### config.mk
export PLATFORM = sky130hd
export DESIGN_NAME = fetch_unit
export DESIGN_NICKNAME = d
export VERILOG_FILES = /design/src/rtl/fetch_unit.sv
export SDC_FILE = /design/constraint.sdc
export NUM_CORES = 1
export LEC_CHECK = 0
export ABC_AREA = 1
export ABC_CLOCK_PERIOD_IN_PS = 5200
export BUFFER_PORTS_ARGS = -buffer_cell sky130_fd_sc_hd__buf_4
export CAP_MARGIN = 0
export CORE_ASPECT_RATIO = 1.5
export CORE_MARGIN = 2
export CORE_UTILIZATION = 45
export CTS_BUF_LIST = sky130_fd_sc_hd__clkbuf_4
export DETAILED_ROUTE_END_ITERATION = 16
export HOLD_SLACK_MARGIN = 0.15
export PLACE_DENSITY = 0.7
export SETUP_SLACK_MARGIN = 0.02
export SYNTH_ARGS = -nofsm -noshare
export SYNTH_HDL_FRONTEND = slang
export SYNTH_SLANG_ARGS = --single-unit
### constraint.sdc
create_clock -name clk -period 5.2 [get_ports clk]
set_input_delay 0.52 -clock clk [delete_from_list [all_inputs] [get_ports clk]]
set_output_delay 0.52 -clock clk [all_outputs]
set_load 0.05 [all_outputs]
### src/rtl/fetch_unit.sv
// Purpose: IF stage; assembles 32-bit little-endian instructions from four byte reads
//          and presents {hit, pc, inst} to the ID decoder; takes EX redirects.
// Latency: 9 cycles per instruction uncontended (4x REQ+WAIT, 1x OUT); 2 cycles on I-cache hit.
// Backpressure: stall holds hit/pc/inst in S_OUT with no memory traffic; rdy=0 freezes all state.
// Optional feature macro: IF_ICACHE_EN (direct-mapped I-cache, ICACHE_LINES words).
// Ports: clk, rst_n (sync, active-low), rdy, stall, jump_en/jump_addr (redirect),
//        mem_req/mem_addr/mem_gnt/mem_rvalid/mem_rdata (8-bit read port), hit/pc/inst (to ID).
module fetch_unit #(
    parameter logic [31:0] RESET_PC     = 32'h0000_0000,
    parameter int          ICACHE_LINES = 64
) (
    input  logic        clk,
    input  logic        rst_n,
    input  logic        rdy,
    input  logic        stall,
    input  logic        jump_en,
    input  logic [31:0] jump_addr,
    output logic        mem_req,
    output logic [31:0] mem_addr,
    input  logic        mem_gnt,
    input  logic        mem_rvalid,
    input  logic [7:0]  mem_rdata,
    output logic        hit,
    output logic [31:0] pc,
    output logic [31:0] inst
);

    localparam logic [1:0] S_REQ  = 2'd0;
    localparam logic [1:0] S_WAIT = 2'd1;
    localparam logic [1:0] S_OUT  = 2'd2;

    // Cache indexing relies on a power-of-two depth.
    if (ICACHE_LINES < 2 || (ICACHE_LINES & (ICACHE_LINES - 1)) != 0) begin : g_bad_lines
        $error("fetch_unit: ICACHE_LINES must be a power of 2 and >= 2");
    end

    logic [1:0]  state;
    logic [1:0]  byte_idx;
    logic [31:0] fetch_pc;
    // Only bytes 0..2 are buffered; byte 3 goes straight into inst together
    // with the buffer so inst is never seen partially updated.
    logic [23:0] inst_buf;

    logic        cache_hit;
    logic [31:0] cache_word;

`ifdef IF_ICACHE_EN
    localparam int IDX_W = $clog2(ICACHE_LINES);
    localparam int TAG_W = 30 - IDX_W;

    logic [ICACHE_LINES-1:0] c_valid;
    logic [TAG_W-1:0]        c_tag  [ICACHE_LINES];
    logic [31:0]             c_data [ICACHE_LINES];
    logic [IDX_W-1:0]        c_idx;
    logic [TAG_W-1:0]        c_tag_in;
    logic                    c_fill;

    assign c_idx      = fetch_pc[2 +: IDX_W];
    assign c_tag_in   = fetch_pc[31 -: TAG_W];
    // Lookup only at the start of a word; a partially fetched word keeps the byte path.
    assign cache_hit  = (state == S_REQ) && (byte_idx == 2'd0) &&
                        c_valid[c_idx] && (c_tag[c_idx] == c_tag_in);
    assign cache_word = c_data[c_idx];
    // Fill when the last byte lands; a same-cycle redirect cancels it.
    assign c_fill     = rst_n && rdy && !jump_en && (state == S_WAIT) &&
                        mem_rvalid && (byte_idx == 2'd3);

    always_ff @(posedge clk) begin
        if (!rst_n) begin
            c_valid <= '0;
        end else if (c_fill) begin
            c_valid[c_idx] <= 1'b1;
        end
    end

    always_ff @(posedge clk) begin
        if (c_fill) begin
            c_tag[c_idx]  <= c_tag_in;
            c_data[c_idx] <= {mem_rdata, inst_buf};
        end
    end
`else
    assign cache_hit  = 1'b0;
    assign cache_word = 32'h0000_0000;
`endif

    // Request is held off while rst_n is low so the port is quiet during reset.
    assign mem_req  = rst_n && (state == S_REQ) && !cache_hit;
    assign mem_addr = fetch_pc + {30'd0, byte_idx};

    always_ff @(posedge clk) begin
        if (!rst_n) begin
            state    <= S_REQ;
            byte_idx <= 2'd0;
            fetch_pc <= RESET_PC;
            inst_buf <= 24'd0;
            hit      <= 1'b0;
            pc       <= RESET_PC;
            inst     <= 32'd0;
        end else if (rdy) begin
            if (jump_en) begin
                // Redirect wins over stall and over any byte arriving this cycle.
                fetch_pc <= {jump_addr[31:2], 2'b00};
                byte_idx <= 2'd0;
                state    <= S_REQ;
                hit      <= 1'b0;
            end else begin
                case (state)
                    S_REQ: begin
                        if (cache_hit) begin
                            state <= S_OUT;
                            hit   <= 1'b1;
                            pc    <= fetch_pc;
                            inst  <= cache_word;
                        end else if (mem_gnt) begin
                            state <= S_WAIT;
                        end
                    end
                    S_WAIT: begin
                        if (mem_rvalid) begin
                            if (byte_idx == 2'd3) begin
                                state <= S_OUT;
                                hit   <= 1'b1;
                                pc    <= fetch_pc;
                                inst  <= {mem_rdata, inst_buf};
                            end else begin
                                inst_buf[{byte_idx, 3'b000} +: 8] <= mem_rdata;
                                byte_idx <= byte_idx + 2'd1;
                                state    <= S_REQ;
                            end
                        end
                    end
                    S_OUT: begin
                        if (!stall) begin
                            fetch_pc <= fetch_pc + 32'd4;
                            byte_idx <= 2'd0;
                            state    <= S_REQ;
                            hit      <= 1'b0;
                        end
                    end
                    default: begin
                        state <= S_REQ;
                    end
                endcase
            end
        end
    end

endmodule

==> results.cfg, run 1 <==
[run_status]
run_status = complete, no violations

[critical_path]
crit_slowest_cell = nor3_4
critical_path_buf_inv_count = 1
cp_slowest_stage_delay_ns = 0.83
cp_top_family = simple AND/OR/NAND/NOR gates
end_kind = flip-flop
critical_path_class = reg -> reg
crit_path_frequent_cell = nor2_1
crit_fanout = 45
startpoint_type = flip-flop
path_cells = ha_1, nand3_2, nor3_4, inv_2, nor2_1, nor2_1
cp_data_arrival_time_ns = 3.26
crit_required_ns = 5.63

[logic_synthesis]
seq_area_frac_synth_pct = 43.1
synthCells = 817
yosysWarningCount = 0
synth_top_area_cell = dfxtp_1
synth_top_area_share_pct = 43.1
synth.distinct_cells = 34
avgSynthCellArea_um2 = 6.88
ys_ff_latch = 121
synth_area_mm2 = 0.00562
yosys-top-cells-area = dfxtp_1, nand2_1, nor2_1, o21ai_0, a21oi_1

[sta]
fmax_ghz = 0.353
worst_pin_slew_ns = 1.07
max_slew_margin_pct = 28.7
setup_ws_ns = 2.37
hold_violations = 0
fin_skew_ns = 0.0279
finalSetupTns_ns = 0
fin_crit_ns = 2.83
fin_crit_sh_pct = 54.5
grt_setup_unrepaired = no
slew_violations = 0
setup_viol = 0

[die]
start_util_pct = 45.6
fp.dieW_um = 95.3
die_h_um = 141
core-area_mm2 = 0.0123
row_count = 50
die_area_mm2 = 0.0134
io_pins = 145

[route]
vias_per_cell = 5.17
routed_wl_um = 16300
drt_iter0_drc = 299
ant_nets = 0
via_count = 5575
detail_route.first_pass.iterations = 6
drc = 0
routedWlPerCell_um = 15.1

[power_and_ir_drop]
seqPwrFrac_pct = 49.9
p_int_mw = 1.39
power_switching_mw = 0.517
p_sw_share_pct = 27.1
power_density_mw_per_mm2 = 277
p_comb_share_pct = 8.9
ir_drop_v = 0.000202
p_leak_nw = 3.11
p_clk_share_pct = 41.1

[cts]
cts_resized = 0
cts.htree.levels = 4
cts_hold_buffers = 0
cts.sinks = 121
clkLatencyLatePin_ns = 0.54
cts_tree = built
cts_buffers = 17
clk_transition_reported_paths_ns = 0.11
clk_path_buf_depth = 2
clockRootBuffer = clkbuf_4
post_cts_buffers = 0

[final_layout]
synthToLayoutAreaGrowth_pct = 22.7
finalNetCount = 961
multi_input_area_mm2 = 0.00270
final_cell_mix = nor2_1, nand2_1, buf_4
fillCellCount = 1250
drive_above_1_share_pct = 21.0
seq_area_mm2 = 0.00242

[global_route]
grtUsageTotal_pct = 24.4
grt_overflow_total = 0
grt_pass1_wl_um = 25200
grt_max_degree = 90
antenna_found_initial = 1
grt_pass1_vias = 5062

[placed_design]
place.gp.congestion = 0.894
dpl.hpwl_um = 11500
portBuffers = 140
preCtsSetupSlack_ns = 2.04

[run]
cap_violations = 0

[worst_hold_path]
holdCritPathClass = in -> reg
==> worst reg2reg max path, cell delays in order, from the launching register on <==
cell     delay (ns)
dfxtp_1        0.50
ha_1           0.34
nand3_2        0.13
nor3_4         0.83
inv_2          0.62
nor2_1         0.25
nor2_1         0.07
==> sequential cells by signal, indices dropped and copies added, names as in the netlist <==
register,count
inst,32
fetch_pc,30
pc,30
inst_buf,24
byte_idx,2
state,2
hit,1
==> layer usage <==
layer | track usage [%] | routed length, um
met5 | 0 | 0
met4 | 12.6 | 647
met3 | 5.40 | 893
met2 | 43.1 | 8510
met1 | 26.7 | 6270
==> power groups by stage <==
stage	clock, mW	combinational (mW)	sequential (mW)
finish	0.785	0.171	0.953
global placement	0	0.169	0.974
CTS	0.799	0.170	0.953
global route	0.839	0.184	0.956
detailed placement	0	0.170	0.974
floorplan	0	0.115	0.969
==> Yosys cell counts <==
cell type / count
clkbuf_2: 6
nor2_2: 4
inv_2: 6
a31oi_1: 3
nand4_1: 1
and2_1: 2
nand3_2: 1
dlygate4sd1_1: 1
clkinv_1: 2
buf_1: 2
nand3_1: 37
buf_2: 11
buf_6: 1
o211a_1: 16
clkbuf_8: 1
nor3b_4: 1
a21oi_1: 62
o21ai_0: 113
a22o_1: 1
nor2_4: 1
nor2_1: 159
nand2_1: 159
conb_1: 1
ha_1: 6
or2_2: 2
nand2_2: 1
nor3_4: 1
dfxtp_1: 121
inv_6: 1
o31ai_1: 3
nor3_1: 6
inv_1: 35
clkbuf_1: 44
buf_4: 6
==> stage by stage <==
| stage | instances | hold WS (ns) | area (um^2) | utilization (%) | power [mW] |
|---|---|---|---|---|---|
| finish | 1078 | 0.246 | 6900 | 55.9 | 1.91 |
| global route | 1078 | 0.228 | 6900 | 55.9 | 1.98 |
| CTS | 1077 | 0.216 | 6890 | 55.9 | 1.92 |
| detailed placement | 1045 | 0.457 | 6560 | 53.2 | 1.14 |
| global placement | 1045 | 0.457 | 6560 | 53.2 | 1.14 |
| floorplan | 818 | 0.446 | 5630 | - | 1.08 |
==> worst paths after layout <==
check / startpoint / end / slack, ns / cells after the start
hold / removal: mem_rdata[7] / inst[31]$_SDFFE_PN0P_ / 0.25 / 3
hold reg to reg: inst_buf[0]$_SDFFE_PN0P_ / inst_buf[0]$_SDFFE_PN0P_ / 0.48 / 2
setup / recovery: byte_idx[0]$_SDFFE_PN0P_ / pc[11]$_SDFFE_PN0P_ / 2.37 / 6
setup reg to reg: byte_idx[0]$_SDFFE_PN0P_ / pc[11]$_SDFFE_PN0P_ / 2.37 / 6
==> kinds of logic (layout without fill, tap and decap cells) <==
group | count (synthesis) | in the layout | synth area share, %
compound gates | 198 | 198 | 19.3
fa+ha+maj | 6 | 6 | 1.34
buf+inv | 116 | 219 | 9.01
flops | 121 | 121 | 43.1
other cells | 1 | 3 | 0.0667
simple gates | 375 | 375 | 27.2
==> layout make-up <==
class / instances / share of cell area, %
diodes: 1 / 0.0363
inverters: 44 / 2.47
repair buffers: 143 / 15.6
multi-input cells: 581 / 39.1
clock buffers: 19 / 2.07
well taps: 156 / 2.83
flip-flops and latches: 121 / 35.1
clock inverters: 13 / 2.79
(Power assumes the default switching activity.)
==> run 2, diff against run 1 <==
--- a/config.mk
+++ b/config.mk
@@ -6,7 +6,7 @@
 export NUM_CORES = 1
 export LEC_CHECK = 0
 export ABC_AREA = 1
-export ABC_CLOCK_PERIOD_IN_PS = 5200
+export ABC_CLOCK_PERIOD_IN_PS = 2850
 export BUFFER_PORTS_ARGS = -buffer_cell sky130_fd_sc_hd__buf_4
 export CAP_MARGIN = 0
 export CORE_ASPECT_RATIO = 1.5
==> constraint.sdc (replaced) <==
create_clock -name clk -period 2.85 [get_ports clk]
set_input_delay 0.285 -clock clk [delete_from_list [all_inputs] [get_ports clk]]
set_output_delay 0.285 -clock clk [all_outputs]
set_load 0.05 [all_outputs]
==> results.cfg, run 2 (synthesis results as in run 1) <==
[power_and_ir_drop]
p_leak_nw = 3.28
power_switching_mw = 0.950
p_comb_share_pct = 10.5
power.total_mw = 3.42
ir_drop_v = 0.000339
power_density_mw_per_mm2 = 468
p_sw_share_pct = 27.8
p_int_mw = 2.47
seqPwrFrac_pct = 50.8
p_clk_share_pct = 38.6

[placed_design]
place.gp.congestion = 0.888
dpl.hpwl_um = 11700
placed_area_mm2 = 0.00660
portBuffers = 140

[sta]
max_slew_margin_pct = 63.8
finalSetupTns_ns = 0
fin_crit_sh_pct = 81.8
setup_viol = 0
hold_violations = 0
slew_violations = 0
worst_pin_slew_ns = 0.543
fin_crit_ns = 2.33
grt_setup_unrepaired = no
fin_skew_ns = 0.0243
fmax_ghz = 0.429

[route]
ant_nets = 0
via_count = 5748
routed_wl_um = 16900
routedWlPerCell_um = 15.0
drc = 0
drt_iter0_drc = 277
detail_route.first_pass.iterations = 5
vias_per_cell = 5.11

[cts]
clockRootBuffer = clkbuf_4
cts_tree = built
post_cts_buffers = 0
clk_transition_reported_paths_ns = 0.12
cts_hold_buffers = 41
cts.htree.levels = 4
cts.sinks = 121
cts_resized = 0
clk_path_buf_depth = 2
cts_buffers = 17
clkLatencyLatePin_ns = 0.54

[critical_path]
crit_slowest_cell = dlygate4sd3_1
crit_required_ns = 3.34
crit_fanout = 44
path_cells = ha_1, nand3_2, nor3_4, buf_4, o21ai_0, nor2_1, dlygate4sd3_1
cp_slowest_stage_delay_ns = 0.54
critical_path_class = reg -> reg
rr_worst_depth = 7
end_kind = flip-flop
cp_data_arrival_time_ns = 2.82
startpoint_type = flip-flop

[die]
fp.dieW_um = 95.3
start_util_pct = 45.6
io_pins = 145
row_count = 50
core-area_mm2 = 0.0123
die_area_mm2 = 0.0134
die_h_um = 141

[global_route]
grtUsageTotal_pct = 25.2
grt_pass1_vias = 5299
grt_overflow_total = 0
grt_pass1_wl_um = 26100
antenna_found_initial = 1
grt_max_degree = 51

[run_status]
run_status = complete, no violations

[final_layout]
design_area_mm2 = 0.00732
fillCellCount = 1201
drive_above_1_share_pct = 20.4
largest_register_ffs = 32
final_cell_mix = nor2_1, nand2_1, buf_4
top_register = inst
finalNetCount = 1007
largestRegisters = inst x32, fetch_pc x30, pc x30
synthToLayoutAreaGrowth_pct = 30.1

[worst_hold_path]
holdCritPathClass = in -> reg
min_path_cells = 3

[run]
cap_violations = 0
run 2: layer usage:
metal / vias up / track usage (%) / part of all wire, %
met5: - / 0 / 0
met4: 0 / 10.7 / 3.2
met3: 34 / 5.93 / 5.4
met2: 183 / 46.1 / 54
met1: 2613 / 26.9 / 37
li1: 2918 / - / -
run 2: final cells by class:
type	count	area [um^2]	share of cell area, %
Antenna cell	1	2.50	0.0342
Clock buffer	18	135	1.85
Clock inverter	14	173	2.36
Inverter	44	170	2.33
Multi-Input combinational cell	581	2700	36.9
Sequential cell	121	2420	33.1
Tap cell	156	195	2.67
Timing Repair Buffer	189	1520	20.8
run 2: power groups by stage:
stage	clock (mW)	sequential (mW)	combinational, mW
final	1.32	1.74	0.361
after global routing	1.43	1.74	0.389
after floorplan	0	1.77	0.210
after global placement	0	1.78	0.313
after CTS	1.35	1.74	0.358
after detailed placement	0	1.78	0.314
run 2: worst max-delay path, delay by kind of cell (launching register included):
family / cells / cell delay (ns)
AOI/OAI and AO/OA: 1 / 0.13
adders and majority gates: 1 / 0.30
buffers and inverters: 2 / 0.94
DFF: 1 / 0.49
and+or+nand+nor: 3 / 0.42
run 2: final timing paths:
check,startpoint,end,slack [ns]
worst max register to register,byte_idx[0]$_SDFFE_PN0P_,inst[31]$_SDFFE_PN0P_,0.52
worst min-delay path,jump_en,fetch_pc[3]$_SDFFE_PN0P_,0.21
worst max-delay path,byte_idx[0]$_SDFFE_PN0P_,inst[31]$_SDFFE_PN0P_,0.52
worst min register to register,inst_buf[3]$_SDFFE_PN0P_,inst_buf[3]$_SDFFE_PN0P_,0.48
run 2: metrics by stage:
step	cells	hold WS, ns	worst slack (ns)	utilization [%]
after CTS	1123	0.180	0.506	59.3
after global placement	1050	0.460	0.884	53.5
after global routing	1124	0.208	0.327	59.4
after floorplan	818	0.420	0.758	-
final	1124	0.211	0.520	59.4
after detailed placement	1050	0.463	0.874	53.5
